## src/rtl/led_pwm_driver.sv

```systemverilog
// led_pwm_driver: off/on/blink/breathe PWM drive for the user LED; commands apply at PWM period boundaries.
// Define LED_PWM_GAMMA_EN to add a square-law gamma stage after scaling.
module led_pwm_driver #(
  parameter int BLINK_DIV = 6000000,
  parameter int STEP_DIV = 23437
) (
  input  logic       clk_12mhz,
  input  logic       rst,
  input  logic       cmd_valid,
  output logic       cmd_ready,
  input  logic [1:0] cmd_mode,
  input  logic [7:0] cmd_level,
  output logic [1:0] mode,
  output logic       period_start,
  output logic       led
);
  localparam int BW = BLINK_DIV > 1 ? $clog2(BLINK_DIV) : 1;
  localparam int SW = STEP_DIV > 1 ? $clog2(STEP_DIV) : 1;
  localparam logic [BW-1:0] BLINK_LAST = BW'(BLINK_DIV - 1);
  localparam logic [SW-1:0] STEP_LAST = SW'(STEP_DIV - 1);
  localparam logic [1:0] M_ON = 2'd1, M_BLINK = 2'd2, M_BREATHE = 2'd3;
  typedef enum logic [1:0] {IDLE, PEND, DONE} state_t;
  state_t state, state_next;
  logic armed, phase, dir, on_gate, accept, apply, blink_wrap, step_wrap;
  logic [7:0] pwm_cnt, level, pend_level, ramp, ramp_next, scaled;
  logic [1:0] pend_mode;
  logic [BW-1:0] blink_cnt;
  logic [SW-1:0] step_cnt;
  logic [15:0] prod;
  logic [8:0] duty_eff;
`ifdef LED_PWM_GAMMA_EN
  logic [15:0] sq;
`endif
  always_ff @(posedge clk_12mhz or posedge rst)
    if (rst) state <= IDLE;
    else state <= state_next;
  // DONE holds cmd_ready low for the first cycle of the new period
  always_comb begin
    cmd_ready = state == IDLE;
    accept = cmd_valid && cmd_ready;
    apply = state == PEND && pwm_cnt == 8'hff;
    state_next = accept ? PEND : apply ? DONE : state == DONE ? IDLE : state;
  end
  always_comb begin
    blink_wrap = blink_cnt == BLINK_LAST;
    step_wrap = step_cnt == STEP_LAST;
    ramp_next = dir ? ramp - 8'd1 : ramp + 8'd1;
    prod = {8'd0, ramp} * ({8'd0, level} + 16'd1);
    scaled = mode == M_BREATHE ? prod[15:8] : level;
    on_gate = mode == M_ON || mode == M_BREATHE || (mode == M_BLINK && phase);
`ifdef LED_PWM_GAMMA_EN
    sq = {8'd0, scaled} * {8'd0, scaled};
    duty_eff = &scaled ? 9'd256 : {1'b0, sq[15:8]};
`else
    duty_eff = &scaled ? 9'd256 : {1'b0, scaled};
`endif
    period_start = armed && pwm_cnt == 8'd0;
  end
  // armed holds pwm_cnt at 0 for one cycle after reset so the first period starts right after release
  always_ff @(posedge clk_12mhz or posedge rst)
    if (rst) begin
      armed <= 1'b0;
      pwm_cnt <= 8'd0;
      led <= 1'b0;
      mode <= 2'd0;
      level <= 8'd0;
      pend_mode <= 2'd0;
      pend_level <= 8'd0;
      blink_cnt <= '0;
      phase <= 1'b1;
      step_cnt <= '0;
      ramp <= 8'd0;
      dir <= 1'b0;
    end else begin
      armed <= 1'b1;
      pwm_cnt <= pwm_cnt + {7'd0, armed};
      led <= on_gate && {1'b0, pwm_cnt} < duty_eff;
      if (accept) begin
        pend_mode <= cmd_mode;
        pend_level <= cmd_level;
      end
      if (apply) begin
        mode <= pend_mode;
        level <= pend_level;
        blink_cnt <= '0;
        phase <= 1'b1;
        step_cnt <= '0;
        ramp <= 8'd0;
        dir <= 1'b0;
      end else begin
        blink_cnt <= blink_wrap ? '0 : blink_cnt + BW'(1);
        step_cnt <= step_wrap ? '0 : step_cnt + SW'(1);
        if (blink_wrap) phase <= ~phase;
        if (step_wrap) begin
          ramp <= ramp_next;
          if (ramp_next == 8'hff || ramp_next == 8'h00) dir <= ~dir;
        end
      end
    end
endmodule

```

## config.mk

```make
export PLATFORM = sky130hd
export DESIGN_NAME = led_pwm_driver
export DESIGN_NICKNAME = d
export VERILOG_FILES = /design/src/rtl/led_pwm_driver.sv
export SDC_FILE = /design/constraint.sdc
export NUM_CORES = 1
export LEC_CHECK = 0
export CAP_MARGIN = 10
export CORE_MARGIN = 2
export CORE_UTILIZATION = 60
export CTS_CLUSTER_SIZE = 14
export DETAILED_ROUTE_END_ITERATION = 12
export GPL_ROUTABILITY_DRIVEN = 0
export PLACE_DENSITY = 0.78
export SLEW_MARGIN = 20
export SYNTH_ARGS = -nofsm -noshare
export SYNTH_HDL_FRONTEND = slang
export SYNTH_SLANG_ARGS = --single-unit
```

## constraint.sdc

```tcl
create_clock -name clk_12mhz -period 18.12 [get_ports clk_12mhz]
set_input_delay 2.718 -clock clk_12mhz [delete_from_list [all_inputs] [get_ports clk_12mhz]]
set_output_delay 2.718 -clock clk_12mhz [all_outputs]
set_load 0.005 [all_outputs]
```

==> summary.txt, run 1 <==
Slowest-stage cell, CP = dfrtp_1
Layout Nets = 828
crit path launch type = flop
crit path time final = 7.35 ns
Hold Fails Final Rpt = 0
diode count = 0
met2 WL = 6.81 mm
WHS = 0.459 ns
DR top layer = met4
FP Rows = 38
Die Width = 108 microns
Top delay family on crit path = adder cells
Wirelength per Cell = 16.0 microns
max-capacitance violation count = 0
Vias = 5101
Design Area, Final = 7020 sq um
pin count of the biggest net entering global routing = 81
CP Launch Point = level[0]$_DFFE_PP0P_
worst-case clock buffer depth = 2
status = completed
Core Region = 10700 sq um
R2R cell count = 26
Crit Path Class = flop to flop
Distinct cells, synth = 66
setup TNS = 0 ns
Post-DP Area = 6820 sq um
FFs w/ async S/R, synth = 100%
Seq/Total Area, Yosys = 30.6%
total CTS buffers = 9
CP Capture Type = flop
clk root buf = clkbuf_8
Clock Latency Late Sink = 0.38 ns
Routed met3 length = 548 microns
Synth Warn # = 0
Crit Path Max Fanout = 13
Synth Instances = 714
cts hold-fix bufs = 0
Syn Nets = 821
chip height = 108 microns
port bufs = 17
total congestion overflow = 0
Finish-stage setup viols = 0
FF+latch count, synth = 80
DP HPWL = 10.5 mm
DRT Pass-1 Iters = 5
dominant cell type by area after synthesis = dfrtp_1
RSZ-0062 raised after global routing = false
Post-synth top flop = dfrtp_1
top post-synthesis cells by area = dfrtp_1 30%, fa_1 13%, ha_1 10%
Hold WC Path Type = flop to flop
Global Route Usage Sum = 26.0%
M1 wire length = 6.14 mm
Worst Path Arrival = 7.65 ns
critical path depth = 26
CP most frequent cell = fa_1
CP required = 18.41 ns
H-tree levels = 3
period utilisation layout = 40.6%
Worst Tran Pin Value = 0.744 ns
vias per inst = 5.89
CTS resizes = 0
global-route wire length before repair = 24.2 mm
number of flops mapped to enable cells by yosys = 0
PwrDens = 57.4 nW/um^2
CTS tree = built
clock skew = 0.0108 ns
R2R setup slack = 10.77 ns
Leakage = 3.28 nW
initial antenna violation count = 0
Die ar. = 11700 sq um
post-CTS setup buffer count = 0
CTS clk-pin slew, worst paths = 0.09 ns
P&R area growth vs syn = 7.41%
reg-to-reg startpoint = level[0]$_DFFE_PP0P_
layout cell share with drive strength beyond 1 = 6.34%
critical path's largest stage delay = 0.60 ns
Top-Level Pins = 18
fin. max-slew vios = 0
CP Buf/Inv Count = 1
Routed WL = 13.9 mm
slew margin rel. = 50.1%
# DRC = 0
ANT nets after route = 0
Max Fclk = 136 MHz
First DRT Iteration DRCs = 264
Num Clock Sinks = 80
Setup crit end = led$_DFF_PP0_
post-synthesis cell area = 6540 sq um
top-area cell type share of the netlist area = 30.2%
r2r endpoint = led$_DFF_PP0_
Initial Utilization = 60.8%
FILL cells = 893
VDD IR max = 0.0554 mV
synthesized area per cell = 9.16 sq um
vias in the first global route = 5206
[power by group]
part	switching, W	internal [W]	total [W]	leakage [nW]
Sequential	0.0000176	0.000195	0.000212	1.04
Combinational	0.0000237	0.0000261	0.0000498	2.13
Clock	0.0000758	0.0000651	0.000141	0.0977
Total	0.000117	0.000286	0.000403	3.28
[kinds of logic (layout without fill, tap and decap cells)]
group	count (synthesis)	count (layout)	synth area share [%]
DFF	80	80	30.6
and+or+nand+nor	303	303	22.9
adders and majority gates	94	94	22.7
buffers and inverters	79	91	4.57
muxes	17	17	2.79
other	1	1	0.0574
AOI/OAI and AO/OA	89	89	9.51
xor gates and xnor gates	51	51	6.83
[metrics by stage]
| step | setup slack (ns) | instances | power [W] | utilization [%] |
|---|---|---|---|---|
| final | 10.77 | 866 | 0.000403 | 65.3 |
| after global placement | 11.27 | 850 | 0.000257 | 63.4 |
| after detailed placement | 10.91 | 850 | 0.000265 | 63.4 |
| after floorplan | 11.88 | 714 | 0.000245 | - |
| after CTS | 10.87 | 866 | 0.000404 | 65.3 |
| after global routing | 10.19 | 866 | 0.000421 | 65.3 |
[layout by cell type (no fill, tap or decap), types with 3 or more instances in the layout]
cell             count
nor2_1              58
xor2_1              27
nand3b_1             3
a21o_1               4
xnor2_1             24
and4_1               3
nand3_1             26
clkbuf_8             9
or2_2                5
and2_1              37
nand2b_1             4
mux2_2              10
clkdlybuf4s50_1     17
a211oi_1             6
nand4_1             12
or3_1               11
o21ai_0             22
o21a_1               4
ha_1                53
dfrtp_1             79
nor3_1              10
inv_1               55
mux2i_1              7
o2111ai_1            3
a21oi_1             21
fa_1                41
o211ai_1             5
nand2_1            100
and3_1               9
nor4_1               5
nor2b_1              7
[how the worst min path moves through the flow]
stage	from	to	depth (start not counted)
after floorplan	pend_level[0]$_DFFE_PP0P_	level[0]$_DFFE_PP0P_	2
after global placement	pend_level[2]$_DFFE_PP0P_	level[2]$_DFFE_PP0P_	2
after detailed placement	pend_level[5]$_DFFE_PP0P_	level[5]$_DFFE_PP0P_	2
after CTS	pend_level[3]$_DFFE_PP0P_	level[3]$_DFFE_PP0P_	2
after global routing	pend_level[2]$_DFFE_PP0P_	level[2]$_DFFE_PP0P_	2
final	pend_level[3]$_DFFE_PP0P_	level[3]$_DFFE_PP0P_	2
[Yosys cell counts (2+ instances only)]
master,n
clkbuf_1,20
nand3_1,26
a211oi_1,6
o21ai_0,22
o21bai_1,2
o211ai_1,5
mux2_2,10
or2_2,5
a2111oi_2,2
a21o_1,4
a21oi_1,21
dfrtp_1,79
and3_1,9
nor3_1,10
nand2b_1,4
or3_1,11
mux2i_1,7
xnor2_1,24
nand2_1,100
nand3b_1,3
inv_1,56
o2111ai_1,3
nor2b_1,7
and4_1,3
o21a_1,4
nor2_1,58
fa_1,41
o31a_1,2
nand4_1,12
nor3b_1,2
or4_1,2
and2_1,37
ha_1,53
xor2_1,27
nor4_1,6
[registers in the layout (all words and copies together), names as in the netlist]
register,flops
ramp,8
pend_level,8
led,1
pend_mode,2
mode,2
phase,1
step_cnt,15
blink_cnt,23
armed,1
level,8
state,2
pwm_cnt,8
dir,1
[final cells by class]
type | instances | area [sq um] | area share [%]
Timing Repair Buffer | 19 | 189 | 2.69
Tap cell | 140 | 175 | 2.49
Clock inverter | 7 | 78.8 | 1.12
Multi-Input combinational cell | 555 | 4240 | 60.4
Inverter | 56 | 210 | 2.99
Sequential cell | 80 | 2000 | 28.5
Clock buffer | 9 | 124 | 1.76
[tightest hold or removal path: cells and delay by family (launching register included)]
kind | cells | cell delay [ns]
flip-flops | 1 | 0.35
AND/OR/NAND/NOR | 2 | 0.09
[layer usage]
metal	GRT usage [%]	vias up
met5	0	-
met4	10.3	0
met3	3.98	36
met2	43.6	110
met1	34.0	2535
li1	-	2420
(Power assumes the default switching activity.)
==> run 2, diff against run 1 <==
--- a/config.mk
+++ b/config.mk
@@ -7,11 +7,11 @@
 export LEC_CHECK = 0
 export CAP_MARGIN = 10
 export CORE_MARGIN = 2
-export CORE_UTILIZATION = 60
+export CORE_UTILIZATION = 57
 export CTS_CLUSTER_SIZE = 14
 export DETAILED_ROUTE_END_ITERATION = 12
 export GPL_ROUTABILITY_DRIVEN = 0
-export PLACE_DENSITY = 0.78
+export PLACE_DENSITY = 0.77
 export SLEW_MARGIN = 20
 export SYNTH_ARGS = -nofsm -noshare
 export SYNTH_HDL_FRONTEND = slang
==> constraint.sdc (replaced) <==
create_clock -name clk_12mhz -period 6.3 [get_ports clk_12mhz]
set_input_delay 0.945 -clock clk_12mhz [delete_from_list [all_inputs] [get_ports clk_12mhz]]
set_output_delay 0.945 -clock clk_12mhz [all_outputs]
set_load 0.005 [all_outputs]
==> summary.txt, run 2 (synthesis gave the netlist of run 1 again) <==
Hold Fails Final Rpt = 0
Clock Latency Late Sink = 0.34 ns
port bufs = 17
Slowest-stage cell, CP = fa_1
placed cell count = 878
Finish-stage setup viols = 0
Post-Place Worst Slack = -0.313 ns
most frequent cells in the layout = 98 x nand2_1, 77 x dfrtp_1, 56 x nor2_1
WHS = 0.466 ns
Die ar. = 12300 sq um
Reg area = 2010 sq um
r2r endpoint = led$_DFF_PP0_
total CTS buffers = 9
chip height = 111 microns
CP Buf/Inv Count = 6
Die Width = 111 microns
layout cell share with drive strength beyond 1 = 16.4%
max reg flops = 23
diode count = 0
VDD IR max = 0.207 mV
worst setup margin = 0.00387 ns
CP Capture Type = flop
Num Clock Sinks = 80
worst-case clock buffer depth = 2
ANT nets after route = 0
DP HPWL = 10.3 mm
FILL cells = 811
Hold Crit Depth = 2
R2R cell count = 31
R2R setup slack = 0.004 ns
biggest regs = blink_cnt (23), step_cnt (15)
Crit Path Max Fanout = 5
Core Region = 11300 sq um
global-route wire length before repair = 23.6 mm
Wirelength per Cell = 16.5 microns
DRT Pass-1 Iters = 5
Top-Level Pins = 18
crit path time final = 6.30 ns
met2 WL = 7.55 mm
Max Fclk = 159 MHz
fin. max-slew vios = 0
vias in the first global route = 5113
cts hold-fix bufs = 0
Routed WL = 15.0 mm
clock skew = 0.00584 ns
multi-input logic area = 4570 sq um
CP required = 6.54 ns
RSZ-0062 raised after global routing = true
Routed met3 length = 648 microns
crit path launch type = flop
Top delay family on crit path = adder cells
CTS clk-pin slew, worst paths = 0.06 ns
slew margin rel. = 52.2%
largest reg by FF count = blink_cnt
Vias = 5315
total power = 0.00130 W
status = completed
total congestion overflow = 0
period utilisation layout = 99.9%
Worst Path Arrival = 6.54 ns
initial antenna violation count = 0
fin cells = 910
reg-to-reg startpoint = level[1]$_DFFE_PP0P_
CTS tree = built
clk root buf = clkbuf_16
# DRC = 0
Leakage = 3.55 nW
FP Rows = 39
Hold WC Path Type = flop to flop
WHS Endpoint = level[7]$_DFFE_PP0P_
critical path's largest stage delay = 0.54 ns
First DRT Iteration DRCs = 348
P&R area growth vs syn = 19.4%
Initial Utilization = 57.7%
Worst Tran Pin Value = 0.716 ns
most common cell after layout, fill and taps aside = nand2_1
worst hold start = pend_level[7]$_DFFE_PP0P_
H-tree levels = 3
DR top layer = met4
PwrDens = 166 nW/um^2
max-capacitance violation count = 0
vias per inst = 5.84
M1 wire length = 6.51 mm
Global Route Usage Sum = 23.3%
pin count of the biggest net entering global routing = 81
Crit Path Class = flop to flop
Layout Nets = 871
-- run 2: worst min-delay path, stage by stage (launching register included) --
cell     delay, ns
dfrtp_1       0.34
nand2_1       0.05
nand2_1       0.05
-- run 2: layer usage --
metal / track usage, % / up-vias
li1: - / 2509
met1: 31.9 / 2643
met2: 38.2 / 135
met3: 3.61 / 28
met4: 7.90 / 0
met5: 0 / -
-- run 2: worst max path at each step --
stage	slack, ns	start	endpoint	cells past startpoint
floorplan	0.06	level[1]$_DFFE_PP0P_	led$_DFF_PP0_	26
global placement	-0.12	level[0]$_DFFE_PP0P_	led$_DFF_PP0_	27
detailed placement	-0.31	level[0]$_DFFE_PP0P_	led$_DFF_PP0_	27
CTS	0.007	level[0]$_DFFE_PP0P_	led$_DFF_PP0_	27
global route	-0.26	level[1]$_DFFE_PP0P_	led$_DFF_PP0_	31
finish	0.004	level[1]$_DFFE_PP0P_	led$_DFF_PP0_	31
-- run 2: metrics by stage --
| stage | cell area (sq um) | setup TNS [ns] | utilization [%] |
|---|---|---|---|
| after global routing | 7810 | -0.262 | 69.0 |
| final | 7810 | 0 | 69.0 |
| after detailed placement | 7010 | -0.313 | 61.9 |
| after floorplan | 6540 | 0 | - |
| after CTS | 7420 | 0 | 65.6 |
| after global placement | 7010 | -0.117 | 61.9 |
-- run 2: cell type report --
| class | instances | area share (%) |
|---|---|---|
| well taps | 143 | 2.29 |
| clock inverters | 5 | 1.06 |
| repair buffers | 62 | 6.91 |
| flip-flops and latches | 80 | 25.7 |
| clock buffers | 9 | 2.88 |
| inverters | 56 | 2.69 |
| multi-input cells | 555 | 58.5 |
-- run 2: repair_timing --
item	in CTS	in global routing
gates cloned	0	0
pin swaps	8	33
gates resized for setup	17	47
buffers inserted	2	16
setup endpoints to repair	1	1
-- run 2: where the power goes --
group / internal, W / switching, W / total [W]
Combinational: 0.0000814 / 0.0000646 / 0.000146
Sequential: 0.000561 / 0.0000467 / 0.000608
Clock: 0.000343 / 0.000201 / 0.000544
Total: 0.000986 / 0.000312 / 0.00130
==> run 3, diff against run 2 <==
--- a/config.mk
+++ b/config.mk
@@ -12,6 +12,7 @@
 export DETAILED_ROUTE_END_ITERATION = 12
 export GPL_ROUTABILITY_DRIVEN = 0
 export PLACE_DENSITY = 0.77
+export RECOVER_POWER = 100
 export SLEW_MARGIN = 20
 export SYNTH_ARGS = -nofsm -noshare
 export SYNTH_HDL_FRONTEND = slang
==> summary.txt, run 3 (synthesis gave the netlist of run 1 again) <==
Crit Path Class = flop to flop
Finish-stage setup viols = 0
Top-Level Pins = 18
initial antenna violation count = 0
H-tree levels = 3
VDD IR max = 0.207 mV
diode count = 0
PwrDens = 167 nW/um^2
max-capacitance violation count = 2
P&R area growth vs syn = 18.7%
Post-Place Worst Slack = -0.313 ns
DRT Pass-1 Iters = 8
CP required = 6.54 ns
Die Width = 111 microns
total CTS buffers = 9
Die ar. = 12300 sq um
largest reg by FF count = blink_cnt
CP Buf/Inv Count = 6
critical path's largest stage delay = 0.54 ns
total congestion overflow = 0
FP Rows = 39
Initial Utilization = 57.7%
Util after Layout = 68.5%
Reg area = 2010 sq um
Num Clock Sinks = 80
port bufs = 17
global-route wire length before repair = 23.6 mm
Leakage = 3.53 nW
cts hold-fix bufs = 0
Hold Fails Final Rpt = 0
fin. max-slew vios = 83
WHS = 0.466 ns
clock skew = 0.00535 ns
period utilisation layout = 99.9%
biggest regs = blink_cnt (23), step_cnt (15)
Core Region = 11300 sq um
CP Capture Type = flop
total power = 0.00130 W
CTS tree = built
Routed WL = 15.0 mm
CTS clk-pin slew, worst paths = 0.06 ns
Wirelength per Cell = 16.5 microns
Layout Nets = 871
most common cell after layout, fill and taps aside = nand2_1
crit path time final = 6.29 ns
worst setup margin = 0.00783 ns
setup TNS = 0 ns
DP HPWL = 10.3 mm
chip height = 111 microns
# DRC = 0
Top delay family on crit path = adder cells
slew margin rel. = -65.3%
Global Route Usage Sum = 23.3%
vias in the first global route = 5113
Max Fclk = 159 MHz
RSZ-0062 raised after global routing = true
layout cell share with drive strength beyond 1 = 15.4%
multi-input logic area = 4550 sq um
pin count of the biggest net entering global routing = 81
crit path launch type = flop
clk root buf = clkbuf_16
ANT nets after route = 0
most frequent cells in the layout = 98 x nand2_1, 77 x dfrtp_1, 56 x nor2_1
Clock Latency Late Sink = 0.34 ns
Hold WC Path Type = flop to flop
FILL cells = 818
Vias = 5328
max reg flops = 23
Crit Path Max Fanout = 5
status = finished, violations left
First DRT Iteration DRCs = 325
vias per inst = 5.85
worst-case clock buffer depth = 2
Worst Path Arrival = 6.53 ns
failing checks = capacitance limit, slew limit
Worst Tran Pin Value = 2.48 ns
Slowest-stage cell, CP = fa_1
[run 3: area by class of cell]
cell class / count / area share, %
multi-input cells: 555 / 58.6
flip-flops and latches: 80 / 25.9
repair buffers: 62 / 6.55
clock buffers: 9 / 2.90
inverters: 56 / 2.71
well taps: 143 / 2.31
clock inverters: 5 / 1.06
[run 3: final timing paths]
check	start	endpoint	slack (ns)	cells past startpoint
max	level[1]$_DFFE_PP0P_	led$_DFF_PP0_	0.008	31
min	pend_level[7]$_DFFE_PP0P_	level[7]$_DFFE_PP0P_	0.47	2
max reg2reg	level[1]$_DFFE_PP0P_	led$_DFF_PP0_	0.008	31
min reg2reg	pend_level[7]$_DFFE_PP0P_	level[7]$_DFFE_PP0P_	0.47	2
max in group asynchronous	rst	level[1]$_DFFE_PP0P_	1.44	4
min in group asynchronous	rst	blink_cnt[2]$_DFF_PP0_	1.62	3
[run 3: report_power, final]
part	total [W]	switching, W	leakage [nW]	internal (W)
registers	0.000609	0.0000473	1.04	0.000562
clock network	0.000545	0.000202	0.152	0.000343
logic	0.000142	0.0000638	2.34	0.0000785
total	0.00130	0.000313	3.53	0.000983
[run 3: per-stage QoR]
stage,instance area (sq um),cells
final,7760,910
after global routing,7760,910
after CTS,7420,894
after detailed placement,7010,878
after global placement,7010,878
after floorplan,6540,714
[run 3: per-layer routing]
metal | GRT usage, % | share of wire (%)
met3 | 3.61 | 4.5
met2 | 38.2 | 50
met1 | 31.9 | 43
met5 | 0 | 0
met4 | 7.90 | 2.1
[run 3: tightest hold or removal path: stages, from the launching register on]
cell and delay, ns:
dfrtp_1 0.34, nand2_1 0.05, nand2_1 0.05
[run 3: timing repair]
item,4_1_cts,5_1_grt
setup endpoints to repair,1,1
pin swaps,8,33
buffers inserted,2,16
cloned,0,0
gates resized for setup,17,47
